==> src/rtl/mem_arb_pkg.sv <==
// Shared types and constants for the memory port arbiter.
//   arb_state_t : arbiter FSM states
//   WM_*        : memory write-mode encodings (WM_READ means no write)
package mem_arb_pkg;

  typedef enum logic [2:0] {
    IDLE   = 3'd0,
    BUSY_I = 3'd1,
    BUSY_D = 3'd2,
    DONE_I = 3'd3,
    DONE_D = 3'd4
  } arb_state_t;

  localparam logic [1:0] WM_READ   = 2'b00;
  localparam logic [1:0] WM_WORD   = 2'b01;
  localparam logic [1:0] WM_DOUBLE = 2'b10;
  localparam logic [1:0] WM_RSVD   = 2'b11;

endpackage

==> src/rtl/mem_port_arbiter.sv <==
// Arbitrates the single-ported unified memory between the instruction-fetch
// port (i_*) and the load/store port (d_*). Each granted request is latched
// onto the memory bus (m_*) and held until m_ready, then a one-cycle done
// pulse with read data goes back to the winner.
//   clk, reset     : clock, asynchronous active-low reset
//   i_req/i_addr   : fetch request, held until i_done; i_rdata valid with i_done
//   d_req/d_*      : load/store request, held until d_done; d_rdata valid with
//                    d_done on reads, unchanged on writes
//   m_*            : memory request bus; m_ready is a one-cycle completion
//   conflicts      : saturating count of grants made with both ports pending
module mem_port_arbiter
  import mem_arb_pkg::*;
#(
  parameter int ADDR_W = 64,
  parameter int DATA_W = 64,
  parameter int CNT_W  = 32
) (
  input  logic              clk,
  input  logic              reset,
  input  logic              i_req,
  input  logic [ADDR_W-1:0] i_addr,
  output logic              i_done,
  output logic [DATA_W-1:0] i_rdata,
  input  logic              d_req,
  input  logic [1:0]        d_wmode,
  input  logic [ADDR_W-1:0] d_addr,
  input  logic [DATA_W-1:0] d_wdata,
  output logic              d_done,
  output logic [DATA_W-1:0] d_rdata,
  output logic              m_req,
  output logic [1:0]        m_wmode,
  output logic [ADDR_W-1:0] m_addr,
  output logic [DATA_W-1:0] m_wdata,
  input  logic              m_ready,
  input  logic [DATA_W-1:0] m_rdata,
  output logic [CNT_W-1:0]  conflicts
);

  arb_state_t state;
  logic       last_d;     // 1 when the most recent grant went to the data port
  logic       take_i;
  logic       take_d;
  logic       is_conflict;
  logic [1:0] d_mode_fwd;

  // Grant selection. In IDLE a tie goes to the port not granted last. From
  // DONE_x only the other port may be granted: x's requester may still be
  // lowering its req during the done cycle.
  always_comb begin
    take_i = 1'b0;
    take_d = 1'b0;
    case (state)
      IDLE: begin
        take_d = d_req & (~i_req | ~last_d);
        take_i = i_req & ~take_d;
      end
      DONE_I:  take_d = d_req;
      DONE_D:  take_i = i_req;
      default: ;
    endcase
  end

  // Hand-offs from DONE_x are not conflicts, only simultaneous requests in IDLE.
  assign is_conflict = (state == IDLE) & i_req & d_req;

  // The reserved write mode is treated as a plain read.
  assign d_mode_fwd = (d_wmode == WM_RSVD) ? WM_READ : d_wmode;

  always_ff @(posedge clk or negedge reset) begin
    if (!reset) begin
      state     <= IDLE;
      last_d    <= 1'b0;
      m_req     <= 1'b0;
      m_wmode   <= WM_READ;
      m_addr    <= '0;
      m_wdata   <= '0;
      i_done    <= 1'b0;
      d_done    <= 1'b0;
      i_rdata   <= '0;
      d_rdata   <= '0;
      conflicts <= '0;
    end else begin
      i_done <= 1'b0;
      d_done <= 1'b0;

      if (is_conflict && !(&conflicts))
        conflicts <= conflicts + CNT_W'(1);

      case (state)
        BUSY_I: begin
          if (m_ready) begin
            i_rdata <= m_rdata;
            i_done  <= 1'b1;
            m_req   <= 1'b0;
            state   <= DONE_I;
          end
        end
        BUSY_D: begin
          if (m_ready) begin
            // Writes leave the last load data in place.
            if (m_wmode == WM_READ)
              d_rdata <= m_rdata;
            d_done <= 1'b1;
            m_req  <= 1'b0;
            state  <= DONE_D;
          end
        end
        default: begin  // IDLE, DONE_I, DONE_D
          if (take_d) begin
            m_req   <= 1'b1;
            m_addr  <= d_addr;
            m_wdata <= d_wdata;
            m_wmode <= d_mode_fwd;
            last_d  <= 1'b1;
            state   <= BUSY_D;
          end else if (take_i) begin
            m_req   <= 1'b1;
            m_addr  <= i_addr;
            m_wdata <= '0;
            m_wmode <= WM_READ;
            last_d  <= 1'b0;
            state   <= BUSY_I;
          end else begin
            state <= IDLE;
          end
        end
      endcase
    end
  end

endmodule

==> config.mk <==
export PLATFORM = sky130hd
export DESIGN_NAME = mem_port_arbiter
export DESIGN_NICKNAME = d
export VERILOG_FILES = /design/src/rtl/mem_arb_pkg.sv /design/src/rtl/mem_port_arbiter.sv
export SDC_FILE = /design/constraint.sdc
export NUM_CORES = 1
export LEC_CHECK = 0
export CELL_PAD_IN_SITES_DETAIL_PLACEMENT = 1
export CELL_PAD_IN_SITES_GLOBAL_PLACEMENT = 1
export CORE_ASPECT_RATIO = 0.6
export CORE_MARGIN = 4
export CORE_UTILIZATION = 29
export DETAILED_ROUTE_END_ITERATION = 8
export PLACE_DENSITY = 0.81
export SYNTH_ARGS = -nofsm -noshare
export SYNTH_HDL_FRONTEND = slang
export SYNTH_SLANG_ARGS = --single-unit
==> constraint.sdc <==
create_clock -name clk -period 2.14 [get_ports clk]
set_input_delay 0.428 -clock clk [delete_from_list [all_inputs] [get_ports clk]]
set_output_delay 0.428 -clock clk [all_outputs]
set_load 0.02 [all_outputs]
After elaboration in Yosys (flattened, before gate mapping)
Index checks and enable logic that the tools add are counted.
{ "classes": {"mux": 23, "n_reduce_logical": 13, "n_addsub": 1, "bitwise_logic": 9, "n_eq_ne": 8} }
{ "op_table": {"columns": ["op", "n"], "rows": [
  ["64-bit 2-to-1 mux", 4],
  ["32-bit by 1-bit adder with 32-bit output, second input constant", 1],
  ["32-bit AND reduction", 1],
  ["1-bit 2-to-1 mux", 10],
  ["2-bit 2-to-1 mux", 4],
  ["2-bit AND reduction", 4],
  ["3-bit by 2-bit == test with 1-bit output, second input constant", 2],
  ["3-bit 2-to-1 mux", 2],
  ["3-bit case mux with 2 select lines", 1],
  ["1-bit AND", 4],
  ["2-bit != test, second input constant", 2],
  ["1-bit NOT", 4],
  ["1-bit case mux with 2 select lines", 2],
  ["3-bit by 1-bit == test with 1-bit output, second input constant", 1],
  ["3-bit == test, second input constant", 1],
  ["3-bit logical NOT", 1],
  ["3-bit AND reduction", 1],
  ["3-bit nonzero test", 1],
  ["2-bit == test, second input constant", 1],
  ["2-bit logical NOT", 1],
  ["2-bit by 1-bit != test with 1-bit output, second input constant", 1],
  ["2-bit nonzero test", 1],
  ["2-bit OR reduction", 1],
  ["1-bit logical AND", 1],
  ["2 further kinds", 2]
]} }
{ "totals": {"regBits": 297, "word_cells": 65} }

Logic depth before layout (Yosys ltp)
Gate-level depths: netlist of the first run.
{ "depth": {"ltp_word": 9, "ltp_mapped": 9, "ltp_nobuf": 6} }

Worst setup path after synthesis of the first run
OpenSTA, ideal clock, no wires.
{ "synth_timing": {"path_kind": "reg-to-reg", "startpoint": "reg state[0]", "endpoint": "reg d_rdata[10]", "required_ps": 2015, "path_buffers": 3, "slack_ps": 48, "path_stages_with_launch": 8, "arrival_ps": 1967, "path_cell_list": "dfrtp_1 buf_2 nand2b_4 or3b_4 or3_4 buf_8 buf_12 mux2_4"} }
{ "synth_between": {"elab_chain_len": 2} }
{ "synth_rtl": {"columns": ["element", "line_no", "rtl"], "rows": [
  ["start: declaration", "mem_port_arbiter.sv:39", "arb_state_t state;"],
  ["start signal: assignment", "mem_port_arbiter.sv:71", "state <= IDLE;"],
  ["start signal: assignment", "mem_port_arbiter.sv:95", "state <= DONE_I;"],
  ["start signal: assignment", "mem_port_arbiter.sv:105", "state <= DONE_D;"],
  ["3-bit by 2-bit == test with 1-bit output", "mem_port_arbiter.sv:89", "case (state)"],
  ["3-bit AND reduction (no source line)", null, null],
  ["end signal: assignment", "mem_port_arbiter.sv:102", "d_rdata <= m_rdata;"],
  ["end: declaration", "mem_port_arbiter.sv:29", "output logic [DATA_W-1:0] d_rdata,"]
]} }
Every way passes these cells.
A chain may end at the register's enable or synchronous reset.

Worst setup path after layout of the first run
{ "layout_timing": {"startpoint": "reg m_wdata[12]", "endpoint": "out m_wdata[12]"} }
{ "layout_lines": {"columns": ["element", "line_no", "rtl"], "rows": [
  ["start: declaration", "mem_port_arbiter.sv:33", "output logic [DATA_W-1:0] m_wdata,"],
  ["start signal: assignment", "mem_port_arbiter.sv:112", "m_wdata <= d_wdata;"]
]} }
No word-level cell between the ends.

==> run summary, run 1 <==
===========================================================================================
Number of I/O port buffers                                                              555
Congestion Overflow GR                                                                    0
Global-route wire length before repair                                             68.01 mm
Crit path largest cell delay                                                         710 ps
Area of all sequential standard cells                                          0.007433 sq mm
Mean area per synthesized cell                                                  13.95 sq um
Post-Place Setup Slack                                                            -315.8 ps
Total number of yosys warnings                                                            0
Reg clk slew, reported paths                                                          60 ps
Number of hold violations in the final report                                             0
Clock tree from TritonCTS                                                               yes
Synth Flop Type                                                                sky130_fd_sc_hd__dfrtp_1
Classification of the worst setup path                                         flip-flop to output pin
Flop and latch count out of synthesis                                                   297
Final wirelength                                                                   44.64 mm
Number of buffer and inverter instances along the worst setup path                        1
Final Worst Setup Slack                                                            59.01 ps
Utilization of the core after routing                                                48.65%
Top achievable clock speed                                                       0.4805 GHz
Clock skew after layout                                                            22.57 ps
Time the final worst path needs with I/O delays and setup                           2081 ps
Pwr dens                                                                       1502 mW/mm^2
Vias after detailed routing                                                           9,547
Starting density of the core                                                         29.69%
Floorplan Core Area                                                            0.04087 sq mm
Library cell used as clock root buffer                                         sky130_fd_sc_hd__clkbuf_16
Mux cell area share after synthesis                                                  19.46%
Initial antenna violation count                                                           1
Worst reg2reg path depth                                                                  5
Highest fanout seen on the critical path                                                  2
Launching element type of the critical path                                       flip-flop
Slew Limit Fails                                                                          0
Routed length per instance                                                         21.64 um
Detailed-placement wirelength estimate                                             34.24 mm
Simple-gate share of the synthesized area                                            5.888%
Syn Std Cell Area                                                              0.01213 sq mm
Critical path cell sequence                                                    clkdlybuf4s50_1
Parity-gate share of the synthesized area counting xor and xnor cells                2.093%
RSZ-0062 raised after global routing                                                    yes
Largest family of logic cells by synthesized area                              multiplexers
Seq/Total Area, Yosys                                                                61.25%
Least-Margin Pin Slew                                                              456.8 ps
Slowest library cell on the worst path                                         sky130_fd_sc_hd__clkdlybuf4s50_1
Share of cells above drive strength 1                                                17.64%
Remaining routing DRC violations                                                          0
Residual antenna-violating net count after detailed routing                               0
Worst-case vdd ir drop                                                            0.8004 mV
Endpoint of the lowest-slack register-to-register path                          d_rdata[24]
Number of design-rule violations left by the first detailed-router iteration            350
Number of cells in the design after placement                                         2,004
TritonRoute pass-1 iters                                                                  4
CTS Buf Count                                                                            30
Full die area                                                                  0.04529 sq mm
Leakage Power                                                                      8.845 nW
Kind of end point of the critical path                                           output pin
Fill cells                                                                            4,184
Std-Cell Rows                                                                            57
Status                                                                         complete, no violations
Insertion delay of the later-clocked pin in the worst-skew pair                      580 ps
Count of flip-flops with a built-in enable after synthesis                                0
Adder and majority cell fraction of the synthesized area                            0.1031%
Number of H-tree branching levels                                                         1
Required @ worst endpoint                                                           1710 ps
Data arrival, critical path                                                         1650 ps
Gp weighted congestion                                                               0.8262
Synth Area in Compound Gates                                                         8.321%
Y dimension of the die                                                             166.4 um
Beginning of the worst register-to-register path                                   state[0]
Setup violation total in the final timing report                                          0
Leading cell types by total area after synthesis                               sky130_fd_sc_hd__dfrtp_1, sky130_fd_sc_hd__mux2_4, sky130_fd_sc_hd__mux2_2
Pin count of the biggest net entering global routing                                     83
Per-cell via count in the routed design                                               4.628
Leading area contributor after synthesis                                       sky130_fd_sc_hd__dfrtp_1
Library cells used by synthesis                                                          45
Area overhead of the layout relative to synthesis                                    63.86%
Period utilisation layout                                                            97.24%
Non-Filler Instances                                                                  2,063
Worst-case register-to-register setup slack                                           70 ps
Top delay family on crit path                                                  buffers and inverters
GRT Resource Usage Total                                                             19.02%
Slew margin rel.                                                                     69.55%
Area share of the leading cell type in the synthesized netlist                       61.25%
IO Count                                                                                556
Vias in the first global route                                                       10,730
Max-cap check violation count                                                             0
Synthesized instance count                                                              870
Number of nets in the synthesized netlist                                             1,134
Longest Clk Path Bufs                                                                     3
Sum of internal, switching and leakage power                                       29.86 mW
Final-stage net count                                                                 1,744
Die width                                                                          272.1 um
Classification of the worst-slack hold path                                    primary input to async pin
Clock sink count                                                                        297
Area taken by multi-input logic gates                                          0.004408 sq mm
Proportion of synthesized flip-flops having asynchronous set or reset                100.0%
===========================================================================================
[routing by layer]
metal	share of wire [%]	global-route usage (%)	vias to the layer above
met2	52	34.17	293
met1	40	23.22	4873
li1	-	-	4323
met4	2.5	4.719	0
met5	0	0	-
met3	5.8	4.386	58
[sequential cells by signal, summed over array words and instances, names as in the netlist]
name,count
conflicts,32
d_done,1
d_rdata,64
i_done,1
i_rdata,64
last_d,1
m_addr,64
m_req,1
m_wdata,64
m_wmode,2
state,3
[how the worst max path moves through the flow]
| stage | start | endpoint | slack (ps) | depth (start not counted) |
|---|---|---|---|---|
| 5_1_grt | state[0] | conflicts[28] | -40 | 7 |
| 4_1_cts | conflicts[7] | conflicts[7] | 0.7 | 1 |
| 2_1_floorplan | state[0] | d_rdata[10] | 50 | 7 |
| 3_3_place_gp | m_ready | d_rdata[63] | -260 | 5 |
| 6_report | m_wdata[12] | m_wdata[12] | 60 | 1 |
| 3_5_place_dp | d_req | conflicts[31] | -320 | 7 |
[stage by stage]
step	hold slack (ps)	cell area, sq um	TNS (ps)
3_5_place_dp	310.5	18810	-22740
6_report	298.3	19880	0
4_1_cts	279.1	19800	0
5_1_grt	293.6	19880	-50.74
2_1_floorplan	132.4	12130	0
3_3_place_gp	312.4	18810	-17350
[cell type report]
cell class,count,area share [%]
Tap cell,560,3.524
Clock buffer,45,4.462
Inverter,7,0.1322
Clock inverter,9,0.4405
Timing Repair Buffer,630,31.87
Multi-Input combinational cell,514,22.17
Sequential cell,297,37.39
Antenna cell,1,0.01259
[cell families (layout without fill, tap and decap cells)]
group | after synthesis | count (layout)
AO/OA/AOI/OAI | 146 | 146
other | 0 | 1
buffers and inverters | 59 | 691
flip-flops | 297 | 297
AND/OR/NAND/NOR | 141 | 141
adder cells (fa/ha/maj) | 1 | 1
multiplexers | 197 | 197
XOR/XNOR | 29 | 29
[power by group]
group | internal (mW) | leakage, nW | total (mW) | switching [mW]
Clock | 2.98 | 0.481 | 5.30 | 2.33
Combinational | 7.69 | 4.68 | 15.1 | 7.36
Sequential | 8.04 | 3.69 | 9.50 | 1.46
[Yosys cell counts, drive strengths merged, types with 2 or more instances]
| library cell | instances |
|---|---|
| dfrtp | 297 |
| mux2 | 131 |
| nand2 | 80 |
| o21ai | 67 |
| mux2i | 66 |
| a22o | 64 |
| buf | 28 |
| clkbuf | 24 |
| xnor2 | 21 |
| nand3 | 13 |
| and3 | 11 |
| nand4 | 10 |
| xor2 | 8 |
| inv | 7 |
| and4 | 5 |
| nor2 | 5 |
| a21oi | 4 |
| a31oi | 3 |
| nor4 | 3 |
| a32o | 2 |
| and2 | 2 |
| nand2b | 2 |
| nor3 | 2 |
| nor4b | 2 |
[cells in the final DEF, fill, tap and decap left out, drive strengths merged, types with 3 or more instances in the layout]
cell type      synthesis  final
clkdlybuf4s50          0    534
inv                    7      8
xor2                   8      8
nor4                   3      3
mux2i                 66     66
and4                   5      5
clkbuf                24     45
and3                  11     11
a22o                  64     64
nand2                 80     80
clkinv                 0      6
nand4                 10     10
dlymetal6s2s           0     12
buf                   28     75
dlygate4sd2            0      8
o21ai                 67     67
mux2                 131    131
dfrtp                297    297
a21oi                  4      4
nor2                   5      5
nand3                 13     13
xnor2                 21     21
a31oi                  3      3
[repair_timing]
| action | 4_1_cts | 5_1_grt |
|---|---|---|
| pin swaps | 1 | 0 |
| endpoints found under the setup margin | 10 | 28 |
| hold buffers | 1 | 0 |
| gates resized for setup | 9 | 20 |
| buffers inserted | 1 | 2 |
| endpoints found under the hold margin | 20 | 0 |
Note: power is estimated with default switching activity, not from simulation.
==> run 2, diff against run 1 <==
Settings changed: CORE_MARGIN 4 to 2.
==> run summary, run 2 (synthesis results as in run 1) <==
===========================================================================================
Status                                                                         complete, no violations
Longest Clk Path Bufs                                                                     3
Total negative slack                                                                   0 ps
Classification of the worst-slack hold path                                    primary input to async pin
IO Count                                                                                556
Kind of end point of the critical path                                           output pin
Vias after detailed routing                                                           9,460
GRT Resource Usage Total                                                             19.39%
Clock skew after layout                                                            24.10 ps
Required @ worst endpoint                                                           1710 ps
Max-cap check violation count                                                             0
Final Worst Setup Slack                                                            50.26 ps
Top delay family on crit path                                                  buffers and inverters
Area overhead of the layout relative to synthesis                                    63.06%
Detailed-placement wirelength estimate                                             33.27 mm
Critical path cell sequence                                                    clkdlybuf4s50_1
Utilization of the core after routing                                                48.42%
Worst-case vdd ir drop                                                            0.6555 mV
Starting density of the core                                                         29.69%
Final wirelength                                                                   43.52 mm
Placed instance area                                                           0.01871 sq mm
TritonRoute pass-1 iters                                                                  4
Top library cells by usage in the layout, fill and taps aside                  sky130_fd_sc_hd__clkdlybuf4s50_1, sky130_fd_sc_hd__dfrtp_1, sky130_fd_sc_hd__nand2_1
Number of buffer and inverter instances along the worst setup path                        1
Clock sink count                                                                        297
Period utilisation layout                                                            97.65%
Sum of internal, switching and leakage power                                       29.79 mW
Crit path launch                                                               conflicts[28]
Pin count of the biggest net entering global routing                                     65
Number of H-tree branching levels                                                         1
Leakage Power                                                                      8.761 nW
Data arrival, critical path                                                         1660 ps
Post-Place Setup Slack                                                            -409.5 ps
Pwr dens                                                                       1506 mW/mm^2
Worst reg2reg path depth                                                                  5
Slew Limit Fails                                                                          0
Residual antenna-violating net count after detailed routing                               0
Met2 track demand over resource                                                      33.96%
Reg clk slew, reported paths                                                          60 ps
Global route hottest layer                                                             met2
Vias in the first global route                                                       10,570
Number of design-rule violations left by the first detailed-router iteration            486
Initial antenna violation count                                                           2
Worst-case register-to-register setup slack                                           70 ps
Std-Cell Rows                                                                            57
Congestion Overflow GR                                                                    0
Slowest library cell on the worst path                                         sky130_fd_sc_hd__clkdlybuf4s50_1
Final-stage net count                                                                 1,732
Die width                                                                          268.1 um
Global-route wire length before repair                                             65.25 mm
Slew margin rel.                                                                     70.30%
Number of cells in the design after placement                                         1,992
Endpoint of the lowest-slack register-to-register path                           d_rdata[0]
Gp weighted congestion                                                               0.8330
Full die area                                                                  0.04355 sq mm
Classification of the worst setup path                                         flip-flop to output pin
Most common library cell in the layout ignoring fill and taps                  sky130_fd_sc_hd__clkdlybuf4s50_1
RSZ-0062 raised after global routing                                                    yes
Routed length per instance                                                         21.23 um
Per-cell via count in the routed design                                               4.615
Top achievable clock speed                                                       0.4785 GHz
Y dimension of the die                                                             162.4 um
Number of I/O port buffers                                                              555
Post-route standard cell area excluding fillers                                0.01979 sq mm
Met1 track demand over resource in global routing                                    23.57%
Beginning of the worst register-to-register path                                   state[1]
Number of hold violations in the final report                                             0
Insertion delay of the later-clocked pin in the worst-skew pair                      580 ps
Least-Margin Pin Slew                                                              445.5 ps
Remaining routing DRC violations                                                          0
Launching element type of the critical path                                       flip-flop
Library cell used as clock root buffer                                         sky130_fd_sc_hd__clkbuf_16
Clock tree from TritonCTS                                                               yes
Setup violation total in the final timing report                                          0
Tightest hold margin                                                               377.7 ps
Share of cells above drive strength 1                                                16.86%
CTS Buf Count                                                                            30
Floorplan Core Area                                                            0.04087 sq mm
Crit path largest cell delay                                                         680 ps
Fraction of met3 tracks used by global routing                                       5.307%
Fill cells                                                                            4,146
Time the final worst path needs with I/O delays and setup                           2090 ps
Non-Filler Instances                                                                  2,050
Highest fanout seen on the critical path                                                  5
===========================================================================================
## run 2: worst max-delay path by stage
| stage | end | slack [ps] | cells past startpoint |
|---|---|---|---|
| after floorplan | d_rdata[10] | 50 | 7 |
| after CTS | conflicts[5] | 2 | 1 |
| final | conflicts[28] | 50 | 1 |
| after global routing | conflicts[28] | -30 | 7 |
| after detailed placement | conflicts[28] | -410 | 7 |
| after global placement | conflicts[28] | -280 | 7 |
## run 2: report_power, final
group	leakage (nW)	internal (mW)	switching, mW
sequential	3.69	8.04	1.50
combinational	4.57	7.49	7.25
clock	0.500	3.18	2.34
total	8.76	18.7	11.1
## run 2: cell type report
type	count	area (sq um)	share of cell area, %
diodes	1	2.502	0.01265
clock buffers	34	765.7	3.870
clock inverters	19	241.5	1.220
inverters	7	26.28	0.1328
multi-input cells	514	4398	22.23
flip-flops and latches	297	7432	37.56
well taps	560	700.7	3.541
repair buffers	618	6220	31.43
## run 2: per-layer routing
metal	vias to the layer above	share of wire, %
met5	-	0.030
met4	2	2.5
met3	60	6.7
met2	306	51
met1	4794	40
li1	4298	-
## run 2: timing repair
action                     CTS  global route
gates resized for setup     12            12
hold buffers                 1             0
pin swaps                    0             2
setup buffers                3             0
hold endpoints to repair    35             0
setup endpoints to repair   16            18
==> run 3, diff against run 2 <==
Settings changed: CORE_MARGIN 2 to unset.
==> run summary, run 3 (synthesis results as in run 1) <==
===========================================================================================
Status                                                                         complete, no violations
Die width                                                                          266.1 um
Floorplan Core Area                                                            0.04087 sq mm
Top achievable clock speed                                                       0.4762 GHz
Top library cells by usage in the layout, fill and taps aside                  sky130_fd_sc_hd__clkdlybuf4s50_1, sky130_fd_sc_hd__dfrtp_1, sky130_fd_sc_hd__nand2_1
Std-Cell Rows                                                                            57
Number of H-tree branching levels                                                         2
Non-Filler Instances                                                                  2,062
Vias after detailed routing                                                           9,580
Clock tree from TritonCTS                                                               yes
Fraction of power consumed by combinational cells                                     49.2%
Area overhead of the layout relative to synthesis                                    64.34%
Number of design-rule violations left by the first detailed-router iteration            449
GRT Resource Usage Total                                                             20.20%
Initial antenna violation count                                                           1
Final wirelength                                                                   43.70 mm
Slowest library cell on the worst path                                         sky130_fd_sc_hd__dfrtp_1
Residual antenna-violating net count after detailed routing                               0
Crit path launch                                                                   state[0]
Congestion Overflow GR                                                                    0
Setup violation total in the final timing report                                          0
RSZ-0062 raised after global routing                                                    yes
Share of cells above drive strength 1                                                17.72%
Net switching fraction of the power                                                  36.91%
Time the final worst path needs with I/O delays and setup                           2100 ps
Endpoint of the lowest-slack register-to-register path                          d_rdata[61]
Number of hold violations in the final report                                             0
Per-cell via count in the routed design                                               4.646
Pwr dens                                                                       1530 mW/mm^2
Clock sink count                                                                        297
Worst reg2reg path depth                                                                  5
Library cell used as clock root buffer                                         sky130_fd_sc_hd__clkbuf_16
Classification of the worst setup path                                         flip-flop to flip-flop
Classification of the worst-slack hold path                                    primary input to async pin
Beginning of the worst register-to-register path                                   state[0]
Number of I/O port buffers                                                              555
Kind of end point of the critical path                                            flip-flop
Y dimension of the die                                                             160.4 um
Remaining routing DRC violations                                                          0
Full die area                                                                  0.04269 sq mm
Least-Margin Pin Slew                                                              467.5 ps
Longest Clk Path Bufs                                                                     3
Post-route standard cell area excluding fillers                                0.01994 sq mm
Insertion delay of the later-clocked pin in the worst-skew pair                      510 ps
Launching element type of the critical path                                       flip-flop
Leakage Power                                                                      8.690 nW
Data arrival, critical path                                                         2490 ps
Detailed-placement wirelength estimate                                             32.75 mm
Gp weighted congestion                                                               0.8346
Tightest hold margin                                                               402.6 ps
Pin count of the biggest net entering global routing                                     84
Final-stage net count                                                                 1,741
CTS Buf Count                                                                            34
Most common library cell in the layout ignoring fill and taps                  sky130_fd_sc_hd__clkdlybuf4s50_1
Max-cap check violation count                                                             0
Slew margin rel.                                                                     68.55%
Switching power                                                                    11.26 mW
Placed instance area                                                           0.01876 sq mm
Number of cells in the design after placement                                         1,998
Required @ worst endpoint                                                           2530 ps
Slew Limit Fails                                                                          0
Clock skew after layout                                                            15.29 ps
Reg clk slew, reported paths                                                          60 ps
IO Count                                                                                556
Worst-case register-to-register setup slack                                           40 ps
Starting density of the core                                                         29.69%
Routed length per instance                                                         21.19 um
Cell-internal power                                                                19.25 mW
Critical path cell sequence                                                    nand2b_4 -> or3b_4 -> or3_4 -> buf_12 -> mux2_4
Sequential group share of total power                                                 31.3%
Vias in the first global route                                                       10,800
Proportion of power drawn by the clock network                                        19.5%
Crit path largest cell delay                                                         420 ps
TritonRoute pass-1 iters                                                                  4
Highest fanout seen on the critical path                                                 28
Period utilisation layout                                                            98.13%
Global-route wire length before repair                                             66.41 mm
Worst-case vdd ir drop                                                            0.5920 mV
===========================================================================================
==> run 3: changes by cell type in the layout (fill, tap and decap cells not counted), moves of 2 or more <==
| cell | before | now |
|---|---|---|
| sky130_fd_sc_hd__clkbuf_16 | 30 | 35 |
| sky130_fd_sc_hd__clkdlybuf4s50_1 | 534 | 551 |
| sky130_fd_sc_hd__dlymetal6s2s_1 | 9 | 2 |
| sky130_fd_sc_hd__dlygate4sd2_1 | 11 | 1 |
| sky130_fd_sc_hd__buf_4 | 48 | 52 |
| sky130_fd_sc_hd__clkbuf_8 | 0 | 4 |
| sky130_fd_sc_hd__bufinv_16 | 5 | 3 |
| sky130_fd_sc_hd__inv_8 | 0 | 2 |
==> run 3: repair_timing <==
item / in CTS / in global routing
endpoints found under the setup margin: 3 / 29
hold buffers: 1 / 0
pin swaps: 0 / 3
resized for setup: 1 / 10
buffers inserted: 2 / 0
hold endpoints to repair: 29 / 0
cloned: 0 / 0
==> run 3: layout make-up <==
type                            count  area [sq um]
Fill cell                        4230         20920
Sequential cell                   297          7433
Timing Repair Buffer              623          6256
Multi-Input combinational cell    514          4399
Clock buffer                       44         949.7
Tap cell                          560         700.7
Clock inverter                     16         173.9
Inverter                            7         26.28
Antenna cell                        1         2.502
==> run 3: worst max-delay path by stage <==
stage                                to  slack, ps  cells after the start
final                       d_rdata[61]         40                      5
after global routing      conflicts[19]        -20                      7
after CTS                  conflicts[3]          3                      1
after detailed placement  conflicts[28]       -330                      8
after global placement      d_rdata[59]       -230                      5
after floorplan             d_rdata[10]         50                      7
==> run 3: worst max-delay path, delay by kind of cell, from the launching register on <==
family	cells	cell delay, ps
simple gates	3	970
buf+inv	1	220
flops	1	420
mux	1	330
==> run 3: power by group through the flow <==
stage | Combinational (mW) | Clock, mW | Sequential [mW]
3_3_place_gp | 14.6 | 0 | 9.43
2_1_floorplan | 4.65 | 0 | 12.2
5_1_grt | 15.8 | 6.38 | 9.85
6_report | 15.0 | 5.95 | 9.55
3_5_place_dp | 15.1 | 0 | 9.59
4_1_cts | 15.2 | 6.13 | 9.58
==> run 3: metal layers <==
| layer | wire, um | GRT usage [%] | part of all wire [%] | vias up |
|---|---|---|---|---|
| met5 | 0 | 0 | 0 | - |
| met4 | 1001 | 5.590 | 2.3 | 0 |
| met3 | 2742 | 5.566 | 6.3 | 71 |
| met2 | 22160 | 35.24 | 51 | 310 |
| met1 | 17800 | 24.40 | 41 | 4872 |
| li1 | - | - | - | 4327 |
==> run 3: through the flow <==
step                      worst slack, ps  util [%]  power, mW  setup TNS (ps)
after floorplan                     47.73         -      16.87               0
after global placement             -227.0     45.90      24.07          -18990
after global routing               -15.32     48.80      32.07          -42.75
after detailed placement           -332.5     45.90      24.68          -26710
after CTS                           3.158     48.71      30.89               0
final                               40.11     48.80      30.51               0
